[config.mk]
export PLATFORM = sky130hd
export DESIGN_NAME = reg_file_sb
export DESIGN_NICKNAME = d
export VERILOG_FILES = /design/src/rtl/reg_file_sb_pkg.sv /design/src/rtl/reg_file_sb_popcount.sv /design/src/rtl/reg_file_sb.sv
export SDC_FILE = /design/constraint.sdc
export NUM_CORES = 2
export LEC_CHECK = 0
export BUFFER_PORTS_ARGS = -buffer_cell sky130_fd_sc_hd__clkbuf_2
export CAP_MARGIN = 30
export CORE_MARGIN = 4
export CORE_UTILIZATION = 25
export DETAILED_ROUTE_END_ITERATION = 10
export GPL_TIMING_DRIVEN = 0
export MAX_ROUTING_LAYER = met4
export PLACE_DENSITY_LB_ADDON = 0.08
export SLEW_MARGIN = 20
export SYNTH_ARGS = -nofsm -noshare
export SYNTH_HDL_FRONTEND = slang
export SYNTH_SLANG_ARGS = --single-unit
[constraint.sdc]
create_clock -name clock -period 7.2 [get_ports clock]
set_input_delay 1.44 -clock clock [delete_from_list [all_inputs] [get_ports clock]]
set_output_delay 1.44 -clock clock [all_outputs]
set_load 0.005 [all_outputs]
[src/rtl/reg_file_sb_pkg.sv]
// Shared processor constants for the scoreboarded register file.
//   DefDataW : default register width in bits
//   DefAddrW : default address width (register count = 2**DefAddrW)
//   RegZero  : index of the hard-wired zero register
package reg_file_sb_pkg;

  localparam int unsigned DefDataW = 32;
  localparam int unsigned DefAddrW = 5;
  localparam int unsigned RegZero  = 0;

endpackage

[src/rtl/reg_file_sb_popcount.sv]
// Population count of a bit vector.
//   bits_i  : vector to count
//   count_o : number of set bits in bits_i
module reg_file_sb_popcount #(
  parameter int unsigned Width = 32,
  parameter int unsigned CntW  = 6
) (
  input  logic [Width-1:0] bits_i,
  output logic [CntW-1:0]  count_o
);

  always_comb begin
    count_o = '0;
    for (int unsigned i = 0; i < Width; i++) begin
      count_o = count_o + CntW'(bits_i[i]);
    end
  end

endmodule

[src/rtl/reg_file_sb.sv]
// Register file with a per-register pending (scoreboard) bit.
//   clock, reset          : rising-edge clock, asynchronous active-low reset
//   readReg1/2            : read addresses
//   readData1/2           : combinational read data, bypassed from a same-cycle writeback
//   busy1/2               : combinational pending flag of the read addresses
//   regWrite/writeReg/writeData : writeback port, clears the pending bit
//   rsvEn/rsvReg          : reservation port, sets the pending bit
//   pendCount             : registered number of pending registers
module reg_file_sb
  import reg_file_sb_pkg::*;
#(
  parameter int unsigned DATA_W  = DefDataW,
  parameter int unsigned ADDR_W  = DefAddrW,
  parameter bit          ZERO_R0 = 1'b1
) (
  input  logic              clock,
  input  logic              reset,
  input  logic [ADDR_W-1:0] readReg1,
  input  logic [ADDR_W-1:0] readReg2,
  output logic [DATA_W-1:0] readData1,
  output logic [DATA_W-1:0] readData2,
  output logic              busy1,
  output logic              busy2,
  input  logic              regWrite,
  input  logic [ADDR_W-1:0] writeReg,
  input  logic [DATA_W-1:0] writeData,
  input  logic              rsvEn,
  input  logic [ADDR_W-1:0] rsvReg,
  output logic [ADDR_W:0]   pendCount
);

  localparam int unsigned NumRegs = 2 ** ADDR_W;
  localparam int unsigned CntW    = ADDR_W + 1;

  logic [DATA_W-1:0]  mem_q [NumRegs];
  logic [NumRegs-1:0] pending_q, pending_d;
  logic [CntW-1:0]    pend_count_q, pend_count_d;

  logic wr_en, rsv_en;
  logic wr_hit1, wr_hit2, rsv_hit1, rsv_hit2;

  function automatic logic is_zero(input logic [ADDR_W-1:0] addr);
    return ZERO_R0 && (addr == ADDR_W'(RegZero));
  endfunction

  // Requests are dropped entirely while reset is held, including the read bypass.
  assign wr_en  = reset && regWrite && !is_zero(writeReg);
  assign rsv_en = reset && rsvEn && !is_zero(rsvReg);

  assign wr_hit1  = wr_en && (writeReg == readReg1);
  assign wr_hit2  = wr_en && (writeReg == readReg2);
  assign rsv_hit1 = rsv_en && (rsvReg == readReg1);
  assign rsv_hit2 = rsv_en && (rsvReg == readReg2);

  always_comb begin
    readData1 = '0;
    readData2 = '0;
    if (!is_zero(readReg1)) begin
      readData1 = wr_hit1 ? writeData : mem_q[readReg1];
    end
    if (!is_zero(readReg2)) begin
      readData2 = wr_hit2 ? writeData : mem_q[readReg2];
    end
  end

  // A writeback this cycle hides busy unless the same register is re-reserved too.
  always_comb begin
    busy1 = !is_zero(readReg1) && pending_q[readReg1] && !(wr_hit1 && !rsv_hit1);
    busy2 = !is_zero(readReg2) && pending_q[readReg2] && !(wr_hit2 && !rsv_hit2);
  end

  // Reservation is applied after the clear so a colliding new producer wins.
  always_comb begin
    pending_d = pending_q;
    if (wr_en) begin
      pending_d[writeReg] = 1'b0;
    end
    if (rsv_en) begin
      pending_d[rsvReg] = 1'b1;
    end
  end

  reg_file_sb_popcount #(
    .Width (NumRegs),
    .CntW  (CntW)
  ) u_popcount (
    .bits_i  (pending_d),
    .count_o (pend_count_d)
  );

  always_ff @(posedge clock or negedge reset) begin
    if (!reset) begin
      for (int unsigned i = 0; i < NumRegs; i++) begin
        mem_q[i] <= '0;
      end
      pending_q    <= '0;
      pend_count_q <= '0;
    end else begin
      if (wr_en) begin
        mem_q[writeReg] <= writeData;
      end
      pending_q    <= pending_d;
      pend_count_q <= pend_count_d;
    end
  end

  assign pendCount = pend_count_q;

endmodule
### Word-level counts from Yosys, hierarchy flattened

Cells that the tools add are included.

| cells by class | value |
|---|---|
| add/subtract/negate cells | 31 |
| magnitude comparators | 10 |
| eq/ne operators | 4 |
| mux-type cells | 23 |
| bitwise gates (word level) | 6 |
| reductions and logical operators | 29 |

Operators by type and width:

| kind | count |
|---|---|
| $bwmux W1024 | 1 |
| $mux W32 | 11 |
| $bmux W32 S5 | 2 |
| $add A6 B1 Y6 | 30 |
| $demux W32 S5 | 1 |
| $and A32 B32 Y32 | 1 |
| $not A32 Y32 | 1 |
| $or A32 B32 Y32 | 1 |
| $lt A5 B6 Y1 const B | 4 |
| $eq A5 B5 Y1 | 4 |
| $logic_not A5 Y1 | 4 |
| $ge A6 B6 Y1 const B | 3 |
| $not A5 Y6 | 3 |
| $logic_and A1 B1 Y1 | 17 |
| $bmux W1 S5 | 2 |
| $demux W1 S5 | 2 |
| $ge A5 B1 Y1 const B | 2 |
| $logic_not A1 Y1 | 8 |
| $lt A6 B1 Y1 const B | 1 |
| $mux W1 | 4 |
| $add A1 B1 Y2 | 1 |

| storage, ports and cells | value |
|---|---|
| register bits after elaboration | 1062 |
| output and inout bits | 72 |
| logic and storage cells | 137 |

### Depth between registers and ports, before layout

| depth | value |
|---|---|
| depth in word-level cells | 40 |
| mapped depth | 24 |
| depth with buffers taken out | 23 |

### Cells and area by module

Synthesis repeated with hierarchy kept, for this count alone.

| unflattened totals | value |
|---|---|
| cells, all modules | 4292 |
| area, all modules | 58172.0 um^2 |

By module, submodules not included:

| module | times used | cells each | area an instance (um^2) | seq. area each (um^2) |
|---|---|---|---|---|
| reg_file_sb | 1 | 4198 | 57330.0 | 26575.5 |
| reg_file_sb_popcount | 1 | 94 | 842.1 | 0.0 |

### Least setup slack after synthesis

Ideal clock, no wire load.

| timing path | value |
|---|---|
| path type | input port to flip-flop |
| from | in regWrite |
| to | reg pend_count_q[4], in the netlist pendCount[4] |
| library setup time | 80 ps |
| arrival time | 7195 ps |
| setup slack | -75 ps |
| stages | 24 |
| path buffers | 1 |
| cell sequence | nand2_1 > or2_1 > nor4_2 > nand2_1 > buf_1 > a32o_1 > ha_1 > fa_1 > inv_1 > fa_1 > inv_1 > fa_1 > fa_1 > fa_1 > inv_1 > fa_1 > inv_1 > fa_1 > inv_1 > fa_1 > inv_1 > a21o_1 > a21oi_1 > xnor2_1 |

| on the way | value |
|---|---|
| word-level cells in the longest chain between the ends | 36 |

RTL lines:

| item | RTL line | RTL |
|---|---|---|
| from (decl) | reg_file_sb.sv:24 | `input logic regWrite,` |
| $logic_and A1 B1 Y1 (*) (2 in series) | reg_file_sb.sv:47 | `assign wr_en = reset && regWrite && !is_zero(writeReg);` |
| $mux W32 (*) | reg_file_sb.sv:75 | `if (wr_en) begin` |
| $or A32 B32 Y32 (no line) | n/a |  |
| $mux W32 (*) | reg_file_sb.sv:78 | `if (rsv_en) begin` |
| net pending_d[1] | reg_file_sb.sv:36 | `logic [NumRegs-1:0] pending_q, pending_d;` |
| $add A1 B1 Y2 (*) | reg_file_sb_popcount.sv:15 | `count_o = count_o + CntW'(bits_i[i]);` |
| $add A6 B1 Y6 (*) (30 in series) | reg_file_sb_popcount.sv:15 |  |
| net pend_count_d[4] | reg_file_sb.sv:37 | `logic [CntW-1:0] pend_count_q, pend_count_d;` |
| to (signal assigned) | reg_file_sb.sv:103 | `pend_count_q <= pend_count_d;` |
| to (decl) | reg_file_sb.sv:37 |  |

Mark *: on every way through the listed nets, which the timed path passes. The rest lies on a longest branch.
A chain may end at the register's enable or synchronous reset.

### Final worst setup path

| timing path | value |
|---|---|
| from | in readReg1[1] |
| to | out readData1[9] |

| on the way | value |
|---|---|
| word-level cells in the longest chain between the ends | 6 |
| elaborated cells on any way between the ends | 9 |
| classes of those cells | eq/ne (1); mux (5); bitwise (1); reduce/logical (2) |

RTL lines:

| item | RTL line | RTL |
|---|---|---|
| from (decl) | reg_file_sb.sv:18 | `input logic [ADDR_W-1:0] readReg1,` |
| $not A5 Y6 (implied by the code) | reg_file_sb.sv:59 | `readData1 = wr_hit1 ? writeData : mem_q[readReg1];` |
| $bmux W32 S5 | reg_file_sb.sv:59 |  |
| $mux W32 (implied by the code) (2 in series) | reg_file_sb.sv:59 |  |
| $mux W32 | reg_file_sb.sv:59 |  |
| $mux W32 (*) | reg_file_sb.sv:58 | `if (!is_zero(readReg1)) begin` |
| to (decl) | reg_file_sb.sv:20 | `output logic [DATA_W-1:0] readData1,` |

Mark *: on every way between the ends. The rest lies on a longest branch, timed or not. The select of a mux whose other input is x is not followed.

==> impl_metrics.csv <==
group,metric,value,unit
placed_design,dp_hpwl,247,mm
worst_setup_path,critPathMaxStageDelay,0.78,ns
worst_setup_path,path_cells,"buf_4 > buf_6 > buf_4 > buf_2 > buf_2 > mux2i_1 > o22ai_1 > nor3_1 > nor3_1 > clkbuf_2",
worst_setup_path,critPathTopFamily,"buffers and inverters",
worst_setup_path,path_max_fanout,13,
clocking,numCtsBuffers,141,
clocking,cts_root_buf,"clkbuf_16",
clocking,clock_path_buffers,3,
routing,num_vias,43300,
die,num_rows,177,
routing,drt_wl_total,343,mm
worst_hold_path,hold_path.class,"input pin to async pin",
worst_setup_path,cp.required,5.76,ns
synthesis,synthSimpleGateAreaFrac,4.20,%
synthesis,synth_flop_cell,"dfrtp_1",
die,core_area,233000,µm²
placed_design,numPortBuffers,116,
synthesis,async_flop_share,100,%
pwr,peakVddDrop,0.000568,V
timing,worstMarginPinSlew,1.15,ns
clocking,clock_sinks,1062,
global_routing,grt_max_degree,83,
layout,n_fill_cell,23500,
clocking,cts_hold_buffers,0,
worst_setup_path,cp-start-kind,"input pin",
layout,layout-area-overhead-vs-synth,19.8,%
worst_setup_path,worstPathArrival,5.85,ns
synthesis,syn_area,58500,µm²
placed_design,dp.cells,7482,
outcome,status,"finished with violations",
clocking,cts.clk_slew.worst_paths,0.07,ns
pwr,power_density,286,nW/µm²
timing,rsz0062_at_grt,"false",
routing,ant_nets,0,
synthesis,syn_avg_cell_area,14.1,µm²
synthesis,synth_mux_area_share,40.2,%
routing,first_pass_iters,5,
global_routing,antenna_found_initial,40,
layout,drive_gt1_share,47.6,%
global_routing,gr-total-overflow,0,
die,start_util,25.1,%
global_routing,grt_pass1_vias,43100,
synthesis,seq_area_frac_synth,45.4,%
timing,timing.slew.headroom,22.4,%
timing,max_freq,137,MHz
synthesis,syn_inst,4148,
synthesis,synth_top_family_by_area,"multiplexers",
synthesis,synthXorXnorAreaFrac,0.345,%
die,die_area,242000,µm²
global_routing,grt_pass1_wl,446,mm
synthesis,synth_compound_area_share,4.67,%
die,die_w,492,µm
flow_run,maxCapViolCount,0,
clocking,clk_latency,0.82,ns
synthesis,synth_fp_nets,4236,
timing,drv_slew,0,
die,io_pins,128,
synthesis,yosys_warnings,0,
global_routing,track_usage,28.7,%
layout,layoutNonFillerInstCount,7801,
synthesis,ys_top_cells_by_area,"dfrtp_1 (45%), mux2_2 (18%), mux4_2 (17%)",
timing,final-hold-violation-count,0,
synthesis,yosysTopAreaCell,"dfrtp_1",
clocking,cts_max_level,4,
synthesis,synth_top_area_share,45.4,%
routing,drc,0,
routing,vias_per_cell,5.56,
timing,setup_tns,-0.231,ns
synthesis,yosys.cell_types.count,72,
timing,fin_crit_sh,101,%
placed_design,gp_congestion,0.968,
clocking,cts_tree,"built",
worst_setup_path,path_buf_inv,6,
worst_setup_path,worstSetupPathType,"input pin to primary output",
timing,fin_crit,7.29,ns
routing,post_drt_wl_per_cell,43.9,µm
timing,fin_ws,-0.0928,ns
synthesis,synth_edf_count,0,
worst_setup_path,worst_path_max_delay_cell,"buf_2",
routing,drt-initial-drc-count,5011,
timing,setup_violations,5,
die,dieHeight,492,µm
synthesis,synthAdderAreaFrac,0.993,%
layout,fin_nets,4616,
worst_setup_path,cp-end-kind,"primary output",
timing,fin_skew,0.00982,ns
synthesis,synth_seq_cells,1062,
outcome,violations,"setup timing",
pwr,power.leakage,31.0,nW
cells in the mapped netlist, types with 12 or more instances:
master and number:
nand2_1 196, nor2_1 107, buf_1 27, xnor2_1 16, nor2b_1 31, clkbuf_1 234, o22ai_1 96, o21ai_0 33
a221o_1 17, buf_2 102, nor4_1 26, buf_4 49, mux2_1 124, buf_6 30, fa_1 24, a2111oi_0 30
o221ai_1 20, mux2_2 954, mux2i_1 132, nor3_1 58, dfrtp_1 1062, a21oi_1 27, nor4b_1 12, a211oi_1 30
a22oi_1 27, a22o_1 33, nand2b_1 14, mux4_2 445, inv_1 52
worst reg2reg max path, cell delays in order, from the launching register on:
cell and delay, ns:
dfrtp_1 0.39, a32o_2 0.25, ha_4 0.22, fa_1 0.54
inv_1 0.06, fa_1 0.53, inv_2 0.05, fa_1 0.50
fa_1 0.51, fa_1 0.53, inv_2 0.05, fa_1 0.49
inv_1 0.05, fa_2 0.35, inv_2 0.07, fa_2 0.20
inv_1 0.04, a21o_1 0.18, a21oi_2 0.16, xnor2_2 0.13
placed cells by master, fill, tap and decap left out, drive strengths merged, types with 13 or more instances in the layout:
master / instances
nor2b: 31
inv: 58
nor2: 114
diode: 37
a2111oi: 31
o221ai: 20
nor4b: 13
a22o: 33
xnor2: 16
mux4: 445
nor3: 59
fa: 24
nand2b: 14
a211oi: 34
a21oi: 27
nor4: 29
nand2: 196
o22ai: 96
buf: 323
clkinv: 23
dfrtp: 1062
o21ai: 34
clkbuf: 564
mux2: 1078
mux2i: 132
a221o: 17
a22oi: 27
layout make-up:
cell class                      instances  area [µm²]  area share (%)
Inverter                               53         199           0.284
Antenna cell                           37        92.6           0.132
Timing Repair Buffer                  237        2380            3.40
Clock inverter                         36         493           0.704
Multi-Input combinational cell       2588       29700            42.5
Clock buffer                          211        4200            5.99
Sequential cell                      1062       26600            37.9
Tap cell                             3132        3920            5.60
Buffer                                445        2440            3.48
registers in the layout (all words and copies together) (netlist names):
| signal | count |
|---|---|
| pending_q | 32 |
| mem_q | 1024 |
| pendCount | 6 |
metal layers:
metal	vias up	wire length, µm	track usage, %
met5	-	0	-
met4	0	19800	14.0
met3	530	27100	7.01
met2	2160	149000	41.3
met1	24000	147000	37.6
li1	16700	-	-
power breakdown:
group          switching (mW)  total [mW]  leakage, nW  internal (mW)
Clock                    3.04        7.36         2.31           4.32
Combinational            2.83        5.27         14.6           2.44
Sequential              0.605        7.40         14.1           6.80
metrics by stage:
step                utilization, %  area [µm²]  setup WS [ns]  hold WS, ns  total power, mW
floorplan                        -       58500        0.00134        0.441             10.6
global placement              27.1       63000         -28.78        0.456             12.5
detailed placement            27.8       64600          -2.86        0.466             12.6
CTS                           30.0       69800         -0.135        0.410             20.0
global route                  30.1       70000         0.0183        0.443             20.9
finish                        30.1       70000        -0.0928        0.459             20.0
final timing paths:
check	to	start	cells after the start	slack [ns]
max	readData1[9]	readReg1[1]	10	-0.09
min	mem_q[21]	reset	1	0.46
max reg2reg	pendCount[4]	pending_q[1]	19	1.82
min reg2reg	mem_q[1017]	mem_q[1017]	1	0.48
max in group asynchronous	mem_q[584]	reset	5	5.06
min in group clock	mem_q[1017]	mem_q[1017]	1	0.48
logic make-up (layout without fill, tap and decap cells):
| kind of cell | count (synthesis) | in the layout |
|---|---|---|
| muxes | 1655 | 1655 |
| buffers and inverters | 498 | 982 |
| AOI/OAI and AO/OA | 370 | 370 |
| adders and majority gates | 32 | 32 |
| xor gates and xnor gates | 23 | 23 |
| DFF | 1062 | 1062 |
| other | 0 | 37 |
| and+or+nand+nor | 508 | 508 |
what timing repair did:
action                                  4_1_cts  5_1_grt
hold endpoints to repair                      0        0
endpoints found under the setup margin       32        5
gates resized for setup                      49       16
setup buffers                                 6       15
pin swaps                                     3       13
cloned                                        8        0
(Power assumes the default switching activity.)
